### src/rtl/systolic_feed_sequencer_pkg.sv
// Shared types and defaults for the systolic feed sequencer and its weight preloader.
// Default widths mirror the values held in CNN_defines.vh.
package systolic_feed_sequencer_pkg;

  localparam int CNN_BASE_TIN = 8;
  localparam int CNN_TOUT     = 8;
  localparam int CNN_DAT_DW   = 8;
  localparam int CNN_WT_DW    = 8;

  typedef enum logic [1:0] {
    W_IDLE = 2'd0,
    W_LOAD = 2'd1,
    W_HELD = 2'd2
  } w_state_e;

  typedef enum logic [1:0] {
    D_IDLE    = 2'd0,
    D_WAIT_WT = 2'd1,
    D_STREAM  = 2'd2
  } d_state_e;

  function automatic int sel_width(input int n);
    return (n > 1) ? $clog2(n) : 1;
  endfunction

endpackage

### src/rtl/systolic_feed_sequencer_if.sv
// Job control, buffer read ports and array-control stream of the feed sequencer.
// Signal prefixes are from the sequencer's point of view (master).
interface systolic_feed_sequencer_if
  import systolic_feed_sequencer_pkg::*;
#(
  parameter int BASE_TIN = CNN_BASE_TIN,
  parameter int TOUT     = CNN_TOUT,
  parameter int DAT_DW   = CNN_DAT_DW,
  parameter int WT_DW    = CNN_WT_DW,
  parameter int AW       = 16
);
  localparam int SELW = sel_width(TOUT);

  logic                       i_start;
  logic [15:0]                i_wout;
  logic [15:0]                i_n_tiles;
  logic [AW-1:0]              i_dat_base;
  logic [AW-1:0]              i_wt_base;
  logic [AW-1:0]              i_dat_stride;

  logic                       o_dat_rd_en;
  logic [AW-1:0]              o_dat_rd_addr;
  logic [BASE_TIN*DAT_DW-1:0] i_dat_rd_data;
  logic                       o_wt_rd_en;
  logic [AW-1:0]              o_wt_rd_addr;
  logic [BASE_TIN*WT_DW-1:0]  i_wt_rd_data;

  logic                       o_dat_vld;
  logic [BASE_TIN*DAT_DW-1:0] o_dat;
  logic                       o_wout_loop_start;
  logic                       o_wout_loop_end;
  logic                       o_wt_vld;
  logic [BASE_TIN*WT_DW-1:0]  o_wt;
  logic [SELW-1:0]            o_wt_sel;
  logic                       o_busy;
  logic                       o_done;

  modport master (
    input  i_start, i_wout, i_n_tiles, i_dat_base, i_wt_base, i_dat_stride,
    input  i_dat_rd_data, i_wt_rd_data,
    output o_dat_rd_en, o_dat_rd_addr, o_wt_rd_en, o_wt_rd_addr,
    output o_dat_vld, o_dat, o_wout_loop_start, o_wout_loop_end,
    output o_wt_vld, o_wt, o_wt_sel, o_busy, o_done
  );

  modport slave (
    output i_start, i_wout, i_n_tiles, i_dat_base, i_wt_base, i_dat_stride,
    output i_dat_rd_data, i_wt_rd_data,
    input  o_dat_rd_en, o_dat_rd_addr, o_wt_rd_en, o_wt_rd_addr,
    input  o_dat_vld, o_dat, o_wout_loop_start, o_wout_loop_end,
    input  o_wt_vld, o_wt, o_wt_sel, o_busy, o_done
  );

endinterface

### src/rtl/systolic_feed_sequencer_wt_preload.sv
// Weight engine: issues one TOUT-beat weight set, holds it until the data engine
// consumes it (tile pixel-0 read), then preloads the next set unless that was the last.
module systolic_wt_preload
  import systolic_feed_sequencer_pkg::*;
#(
  parameter int TOUT = CNN_TOUT,
  parameter int AW   = 16,
  localparam int SELW = sel_width(TOUT)
) (
  input  logic            clk,
  input  logic            rst_n,
  input  logic            i_go,
  input  logic [AW-1:0]   i_wt_base,
  input  logic            i_consume,
  input  logic            i_last_set,
  output logic            o_set_ready,
  output logic            o_rd_en,
  output logic [AW-1:0]   o_rd_addr,
  output logic [SELW-1:0] o_sel
);

  w_state_e        r_state;
  w_state_e        w_state_next;
  logic [SELW-1:0] r_beat;
  logic [AW-1:0]   r_addr;
  logic            w_last_beat;

  assign w_last_beat = (r_beat == SELW'(TOUT - 1));

  always_ff @(posedge clk or negedge rst_n) begin
    if (!rst_n) begin
      r_state <= W_IDLE;
      r_beat  <= '0;
      r_addr  <= '0;
    end else begin
      r_state <= w_state_next;
      if (r_state == W_IDLE && i_go) begin
        r_addr <= i_wt_base;
        r_beat <= '0;
      end else if (r_state == W_LOAD) begin
        // Sets are contiguous, so the address just keeps counting across sets.
        r_addr <= r_addr + AW'(1);
        r_beat <= w_last_beat ? '0 : r_beat + SELW'(1);
      end
    end
  end

  always_comb begin
    w_state_next = r_state;
    case (r_state)
      W_IDLE:  if (i_go) w_state_next = W_LOAD;
      W_LOAD:  if (w_last_beat) w_state_next = W_HELD;
      W_HELD:  if (i_consume) w_state_next = i_last_set ? W_IDLE : W_LOAD;
      default: w_state_next = W_IDLE;
    endcase
  end

  // The set counts as ready during its final beat, so streaming can begin next cycle.
  always_comb begin
    o_rd_en     = (r_state == W_LOAD);
    o_rd_addr   = o_rd_en ? r_addr : '0;
    o_sel       = o_rd_en ? r_beat : '0;
    o_set_ready = (r_state == W_HELD) || (o_rd_en && w_last_beat);
  end

endmodule

### src/rtl/systolic_feed_sequencer.sv
// Buffer-side issuer for the systolic MAC array: streams Wout loops of feature words
// per tile while the weight preloader keeps at most one set ahead of the array.
module systolic_feed_sequencer
  import systolic_feed_sequencer_pkg::*;
#(
  parameter int BASE_TIN = CNN_BASE_TIN,
  parameter int TOUT     = CNN_TOUT,
  parameter int DAT_DW   = CNN_DAT_DW,
  parameter int WT_DW    = CNN_WT_DW,
  parameter int AW       = 16
) (
  input logic                      clk,
  input logic                      rst_n,
  systolic_feed_sequencer_if.master bus
);

  localparam int SELW = sel_width(TOUT);

  d_state_e        r_d_state;
  d_state_e        w_d_state_next;
  logic            r_busy;
  logic            r_fin;
  logic            r_done;
  logic [15:0]     r_wout;
  logic [15:0]     r_n_tiles;
  logic [15:0]     r_pix;
  logic [15:0]     r_tile;
  logic [AW-1:0]   r_stride;
  logic [AW-1:0]   r_dat_row;

  logic            r_dat_vld;
  logic            r_lstart;
  logic            r_lend;
  logic            r_wt_vld;
  logic [SELW-1:0] r_wt_sel;

  logic            w_accept;
  logic            w_job_empty;
  logic            w_go;
  logic            w_stream;
  logic            w_last_pix;
  logic            w_last_tile;
  logic            w_consume;
  logic            w_set_ready;
  logic            w_dat_rd_en;
  logic [AW-1:0]   w_dat_rd_addr;
  logic            w_wt_rd_en;
  logic [AW-1:0]   w_wt_rd_addr;
  logic [SELW-1:0] w_wt_sel;

  assign w_accept    = bus.i_start && !r_busy;
  assign w_job_empty = (bus.i_wout == 16'd0) || (bus.i_n_tiles == 16'd0);
  assign w_go        = w_accept && !w_job_empty;
  assign w_stream    = (r_d_state == D_STREAM);
  assign w_last_pix  = (r_pix == r_wout - 16'd1);
  assign w_last_tile = (r_tile == r_n_tiles - 16'd1);
  assign w_consume   = w_stream && (r_pix == 16'd0);

  systolic_wt_preload #(
    .TOUT (TOUT),
    .AW   (AW)
  ) u_wt_preload (
    .clk         (clk),
    .rst_n       (rst_n),
    .i_go        (w_go),
    .i_wt_base   (bus.i_wt_base),
    .i_consume   (w_consume),
    .i_last_set  (w_last_tile),
    .o_set_ready (w_set_ready),
    .o_rd_en     (w_wt_rd_en),
    .o_rd_addr   (w_wt_rd_addr),
    .o_sel       (w_wt_sel)
  );

  always_ff @(posedge clk or negedge rst_n) begin
    if (!rst_n) begin
      r_d_state <= D_IDLE;
      r_busy    <= 1'b0;
      r_fin     <= 1'b0;
      r_done    <= 1'b0;
      r_wout    <= '0;
      r_n_tiles <= '0;
      r_stride  <= '0;
      r_dat_row <= '0;
      r_pix     <= '0;
      r_tile    <= '0;
    end else begin
      r_d_state <= w_d_state_next;
      r_done    <= r_fin;
      r_fin     <= 1'b0;
      if (w_accept) begin
        r_busy    <= 1'b1;
        r_wout    <= bus.i_wout;
        r_n_tiles <= bus.i_n_tiles;
        r_stride  <= bus.i_dat_stride;
        r_dat_row <= bus.i_dat_base;
        r_pix     <= '0;
        r_tile    <= '0;
        r_fin     <= w_job_empty;
      end else if (r_fin) begin
        r_busy <= 1'b0;
      end
      if (w_stream) begin
        if (w_last_pix) begin
          r_pix <= '0;
          if (w_last_tile) begin
            r_fin <= 1'b1;
          end else begin
            r_tile    <= r_tile + 16'd1;
            r_dat_row <= r_dat_row + r_stride;
          end
        end else begin
          r_pix <= r_pix + 16'd1;
        end
      end
    end
  end

  // On a one-pixel loop the held set is still the current one, so wait for the preload.
  always_comb begin
    w_d_state_next = r_d_state;
    case (r_d_state)
      D_IDLE:    if (w_go) w_d_state_next = D_WAIT_WT;
      D_WAIT_WT: if (w_set_ready) w_d_state_next = D_STREAM;
      D_STREAM: begin
        if (w_last_pix) begin
          if (w_last_tile)                    w_d_state_next = D_IDLE;
          else if (w_set_ready && !w_consume) w_d_state_next = D_STREAM;
          else                                w_d_state_next = D_WAIT_WT;
        end
      end
      default:   w_d_state_next = D_IDLE;
    endcase
  end

  always_comb begin
    w_dat_rd_en   = w_stream;
    w_dat_rd_addr = w_stream ? (r_dat_row + AW'(r_pix)) : '0;
  end

  always_ff @(posedge clk or negedge rst_n) begin
    if (!rst_n) begin
      r_dat_vld <= 1'b0;
      r_lstart  <= 1'b0;
      r_lend    <= 1'b0;
      r_wt_vld  <= 1'b0;
      r_wt_sel  <= '0;
    end else begin
      r_dat_vld <= w_dat_rd_en;
      r_lstart  <= w_consume;
      r_lend    <= w_stream && w_last_pix;
      r_wt_vld  <= w_wt_rd_en;
      r_wt_sel  <= w_wt_sel;
    end
  end

  assign bus.o_dat_rd_en       = w_dat_rd_en;
  assign bus.o_dat_rd_addr     = w_dat_rd_addr;
  assign bus.o_wt_rd_en        = w_wt_rd_en;
  assign bus.o_wt_rd_addr      = w_wt_rd_addr;
  assign bus.o_dat_vld         = r_dat_vld;
  assign bus.o_dat             = r_dat_vld ? bus.i_dat_rd_data : '0;
  assign bus.o_wout_loop_start = r_lstart;
  assign bus.o_wout_loop_end   = r_lend;
  assign bus.o_wt_vld          = r_wt_vld;
  assign bus.o_wt              = r_wt_vld ? bus.i_wt_rd_data : '0;
  assign bus.o_wt_sel          = r_wt_sel;
  assign bus.o_busy            = r_busy;
  assign bus.o_done            = r_done;

endmodule

### src/flat_wrapper.sv
// flat-port wrapper written by rule: the top's interface ports become plain ports
module systolic_feed_sequencer_flat import systolic_feed_sequencer_pkg::*;
#(
  parameter int BASE_TIN = CNN_BASE_TIN,
  parameter int TOUT     = CNN_TOUT,
  parameter int DAT_DW   = CNN_DAT_DW,
  parameter int WT_DW    = CNN_WT_DW,
  parameter int AW       = 16
)
  (clk, rst_n, bus_i_start, bus_i_wout, bus_i_n_tiles, bus_i_dat_base, bus_i_wt_base, bus_i_dat_stride, bus_i_dat_rd_data, bus_i_wt_rd_data, bus_o_dat_rd_en, bus_o_dat_rd_addr, bus_o_wt_rd_en, bus_o_wt_rd_addr, bus_o_dat_vld, bus_o_dat, bus_o_wout_loop_start, bus_o_wout_loop_end, bus_o_wt_vld, bus_o_wt, bus_o_wt_sel, bus_o_busy, bus_o_done);
  systolic_feed_sequencer_if #(.BASE_TIN(BASE_TIN), .TOUT(TOUT), .DAT_DW(DAT_DW), .WT_DW(WT_DW), .AW(AW)) bus_i ();
  input logic clk;
  input logic rst_n;
  input wire logic [$bits(bus_i.i_start)-1:0] bus_i_start;
  input wire logic [$bits(bus_i.i_wout)-1:0] bus_i_wout;
  input wire logic [$bits(bus_i.i_n_tiles)-1:0] bus_i_n_tiles;
  input wire logic [$bits(bus_i.i_dat_base)-1:0] bus_i_dat_base;
  input wire logic [$bits(bus_i.i_wt_base)-1:0] bus_i_wt_base;
  input wire logic [$bits(bus_i.i_dat_stride)-1:0] bus_i_dat_stride;
  input wire logic [$bits(bus_i.i_dat_rd_data)-1:0] bus_i_dat_rd_data;
  input wire logic [$bits(bus_i.i_wt_rd_data)-1:0] bus_i_wt_rd_data;
  output wire logic [$bits(bus_i.o_dat_rd_en)-1:0] bus_o_dat_rd_en;
  output wire logic [$bits(bus_i.o_dat_rd_addr)-1:0] bus_o_dat_rd_addr;
  output wire logic [$bits(bus_i.o_wt_rd_en)-1:0] bus_o_wt_rd_en;
  output wire logic [$bits(bus_i.o_wt_rd_addr)-1:0] bus_o_wt_rd_addr;
  output wire logic [$bits(bus_i.o_dat_vld)-1:0] bus_o_dat_vld;
  output wire logic [$bits(bus_i.o_dat)-1:0] bus_o_dat;
  output wire logic [$bits(bus_i.o_wout_loop_start)-1:0] bus_o_wout_loop_start;
  output wire logic [$bits(bus_i.o_wout_loop_end)-1:0] bus_o_wout_loop_end;
  output wire logic [$bits(bus_i.o_wt_vld)-1:0] bus_o_wt_vld;
  output wire logic [$bits(bus_i.o_wt)-1:0] bus_o_wt;
  output wire logic [$bits(bus_i.o_wt_sel)-1:0] bus_o_wt_sel;
  output wire logic [$bits(bus_i.o_busy)-1:0] bus_o_busy;
  output wire logic [$bits(bus_i.o_done)-1:0] bus_o_done;
  assign bus_i.i_start = bus_i_start;
  assign bus_i.i_wout = bus_i_wout;
  assign bus_i.i_n_tiles = bus_i_n_tiles;
  assign bus_i.i_dat_base = bus_i_dat_base;
  assign bus_i.i_wt_base = bus_i_wt_base;
  assign bus_i.i_dat_stride = bus_i_dat_stride;
  assign bus_i.i_dat_rd_data = bus_i_dat_rd_data;
  assign bus_i.i_wt_rd_data = bus_i_wt_rd_data;
  assign bus_o_dat_rd_en = bus_i.o_dat_rd_en;
  assign bus_o_dat_rd_addr = bus_i.o_dat_rd_addr;
  assign bus_o_wt_rd_en = bus_i.o_wt_rd_en;
  assign bus_o_wt_rd_addr = bus_i.o_wt_rd_addr;
  assign bus_o_dat_vld = bus_i.o_dat_vld;
  assign bus_o_dat = bus_i.o_dat;
  assign bus_o_wout_loop_start = bus_i.o_wout_loop_start;
  assign bus_o_wout_loop_end = bus_i.o_wout_loop_end;
  assign bus_o_wt_vld = bus_i.o_wt_vld;
  assign bus_o_wt = bus_i.o_wt;
  assign bus_o_wt_sel = bus_i.o_wt_sel;
  assign bus_o_busy = bus_i.o_busy;
  assign bus_o_done = bus_i.o_done;
  systolic_feed_sequencer #(.BASE_TIN(BASE_TIN), .TOUT(TOUT), .DAT_DW(DAT_DW), .WT_DW(WT_DW), .AW(AW)) u_core (.clk(clk), .rst_n(rst_n), .bus(bus_i));
endmodule
### config.mk
export PLATFORM = sky130hd
export DESIGN_NAME = systolic_feed_sequencer_flat
export DESIGN_NICKNAME = d
export VERILOG_FILES = /design/src/rtl/systolic_feed_sequencer_pkg.sv /design/src/rtl/systolic_feed_sequencer_if.sv /design/src/rtl/systolic_feed_sequencer_wt_preload.sv /design/src/rtl/systolic_feed_sequencer.sv /design/src/flat_wrapper.sv
export SDC_FILE = /design/constraint.sdc
export NUM_CORES = 1
export LEC_CHECK = 0
export BUFFER_PORTS_ARGS = -buffer_cell sky130_fd_sc_hd__buf_2
export CORE_AREA = 2 2 149 151
export DETAILED_ROUTE_END_ITERATION = 10
export DIE_AREA = 0 0 151 153
export MAX_ROUTING_LAYER = met4
export PLACE_DENSITY = 0.86
export SYNTH_ARGS = -nofsm -noshare
export SYNTH_HDL_FRONTEND = slang
export SYNTH_SLANG_ARGS = --single-unit
### constraint.sdc
create_clock -name clk -period 6.1 [get_ports clk]
set_input_delay 1.22 -clock clk [delete_from_list [all_inputs] [get_ports clk]]
set_output_delay 1.22 -clock clk [all_outputs]
set_load 0.1 [all_outputs]
==> impl_metrics.toml <==
[status]
status = "complete, no violations"

[detailed_routing]
drt_pass1_iterations = 5
wl_per_cell_um = 19.1
vias = 9794
detail_route.vias_per_cell = 5.49
drc_errors = 0
drt_iter0_drc = 956
ant_nets = 0
wirelength_mm = 34.1

[sta]
fin_setup_tns_ps = 0
slew_headroom = 0.287
fin_skew_ps = 9.19
finalMaxSlewViolations = 0
rsz0062_at_grt = "no"
tightest_slew_ps = 1050
fmax_mhz = 195
fin_ws_ps = 975
fin_crit_sh = 0.840
period_needed_ps = 5120
setup_viol = 0
finalHoldViolations = 0

[clocking]
cts-root-buf = "clkbuf_16"
cts-htree-levels = 4
clock_path_buffers = 2
clk_latency_ps = 430
cts_made_buffers = 17
clkTransAtPathRegs_ps = 60
cts_hold_buf = 0
cts_setup_buffers = 0
cts_tree = "done"
ctsResizeCount = 0
cts_sinks = 129

[yosys]
synth_top_area_share = 0.343
syn_area_um2 = 9410
synth_seq_cells = 129
synth_cell_types = 70
synthArstFlopShare = 1.00
yosysWarnings = 0
yosysTopAreaCell = "dfrtp_1"
avgSynthCellArea_um2 = 8.25
synth_edf_count = 0
postSynthNetCount = 1391
yosys-top-cells-area = "dfrtp_1 34%, and2_1 8.8%, nand2_1 7.8%, ha_1 5.1%, xnor2_1 4.5%"
synth-seq-area-share = 0.343
synthCells = 1140
synth_top_flop_cell = "dfrtp_1"

[min_path]
hold_end = "u_core.bus.o_done"
hp-start = "u_core.r_fin"
min_path_cells = 0
hold_class = "reg2reg"

[critical_path]
arrival_ps = 3900
worstSetupStartpointType = "flip-flop"
path_cells = "ha_1, a21o_1, a21o_1, a2111oi_0, o211ai_1, a41oi_1, o21bai_1, a21oi_1, xnor2_1, nor2_1, buf_2"
cp-end-kind = "output port"
critPathMaxFanout = 7
reg2reg_slack_ps = 1920
crit_type = "reg2out"
rr_endpoint = "u_core.r_dat_row[15]"
worstPathRequired_ps = 4880
crit_top_cell = "a21o_1"
cp_slowest_cell = "a2111oi_0"
slowest_delay_ps = 820
r2r_start = "u_core.r_n_tiles[2]"
r2r_cells = 10

[floorplanning]
die_w_um = 151
start_util = 0.438
die-area_um2 = 23100
core_um2 = 21500
rows = 54
io_pins = 382
die_y_um = 153

[place]
place_congestion = 0.960
io_buffers = 381
pre_cts_slack_ps = 1510
placed_area_um2 = 11500
post-dp-hpwl_mm = 26.3
dp.cells = 1749

[pwr]
power.leakage_nw = 6.21
peakVddDrop_uv = 755
p_per_area_nw_per_um2 = 410

[layout]
fin_cells = 1784
finalInstanceArea_um2 = 12100
syn_to_final_growth_pct = 28.7
drive_gt1_frac = 0.298
nNetsFinal = 1739
final_cell_mix = "380 x buf_2, 195 x nand2_1, 132 x and2_1"
fin_util = 0.563
final_common_cell = "buf_2"

[grt]
grt_pass1_wl_mm = 52.0
overflow = 0
grt_pass1_vias = 9298
grt_max_degree = 67
antenna_found_initial = 5
grt_usage = 0.296

[job]
cap_violations = 0
## per-layer routing
| layer | GRT usage | vias to the layer above | part of all wire |
|---|---|---|---|
| met2 | 0.463 | 431 | 0.47 |
| met3 | 0.0630 | 58 | 0.083 |
| met4 | 0.0837 | 0 | 0.022 |
| met5 | - | - | 0 |
| met1 | 0.389 | 4626 | 0.42 |
| li1 | - | 4679 | - |
## worst max-delay path, delay by kind of cell (launching register included)
| family | cells | cell delay [ps] |
|---|---|---|
| buf+inv | 1 | 430 |
| fa+ha+maj | 1 | 310 |
| compound gates | 7 | 2110 |
| simple gates | 1 | 90 |
| xor+xnor | 1 | 80 |
| flops | 1 | 460 |
## sequential cells by signal, indices dropped and copies added (netlist names), 2 cells and up
signal,count
u_core.bus.o_wt_sel,3
u_core.r_d_state,2
u_core.r_dat_row,16
u_core.r_n_tiles,16
u_core.r_pix,16
u_core.r_stride,16
u_core.r_tile,16
u_core.r_wout,16
u_core.u_wt_preload.r_addr,16
u_core.u_wt_preload.r_beat,3
u_core.u_wt_preload.r_state,2
## cell type report
| class | count | area (µm²) |
|---|---|---|
| multi-input combinational | 927 | 5830 |
| tap | 280 | 350 |
| sequential | 129 | 3230 |
| fill | 1950 | 9380 |
| inverter | 23 | 86.3 |
| clock buffer | 20 | 467 |
| antenna | 3 | 7.51 |
| timing repair buffer | 390 | 1980 |
| clock inverter | 12 | 156 |
## worst max path at each step
| stage | startpoint | to | slack, ps | cells after the start |
|---|---|---|---|---|
| after floorplan | u_core.r_pix[1] | bus_o_dat_rd_addr[11] | 730 | 7 |
| after global placement | u_core.r_pix[1] | bus_o_dat_rd_addr[15] | 1530 | 11 |
| after detailed placement | u_core.r_pix[1] | bus_o_dat_rd_addr[15] | 1510 | 11 |
| after CTS | u_core.r_pix[1] | bus_o_dat_rd_addr[15] | 1030 | 11 |
| after global routing | u_core.r_pix[1] | bus_o_dat_rd_addr[15] | 730 | 11 |
| final | u_core.r_pix[1] | bus_o_dat_rd_addr[15] | 980 | 11 |
## kinds of logic after synthesis
family,share of synthesized area
AND/OR/NAND/NOR,0.315
AO/OA/AOI/OAI,0.137
flip-flops,0.343
buffers and inverters,0.0380
XOR/XNOR,0.0745
adder cells (fa/ha/maj),0.0548
multiplexers,0.0374
## cell usage after synthesis, types with 32 or more instances
cell type and instances:
a21oi_1 42, and2_1 132, and3_1 42, clkbuf_1 45, dfrtp_1 129, ha_1 38
nand2_1 196, nand3_1 40, nor2_1 63, o21ai_0 54, xnor2_1 48, xor2_1 32
## through the flow
stage	hold WS (ps)	power, mW
floorplan	349	3.37
global placement	380	3.81
detailed placement	393	3.87
CTS	419	4.95
global route	430	5.22
finish	428	4.96
## where the power goes
group          switching (mW)  internal, mW  leakage, nW
combinational            1.85         0.783         4.33
sequential              0.240          1.02         1.59
clock                   0.398         0.675        0.295
Power figures use the tool's default switching activity.
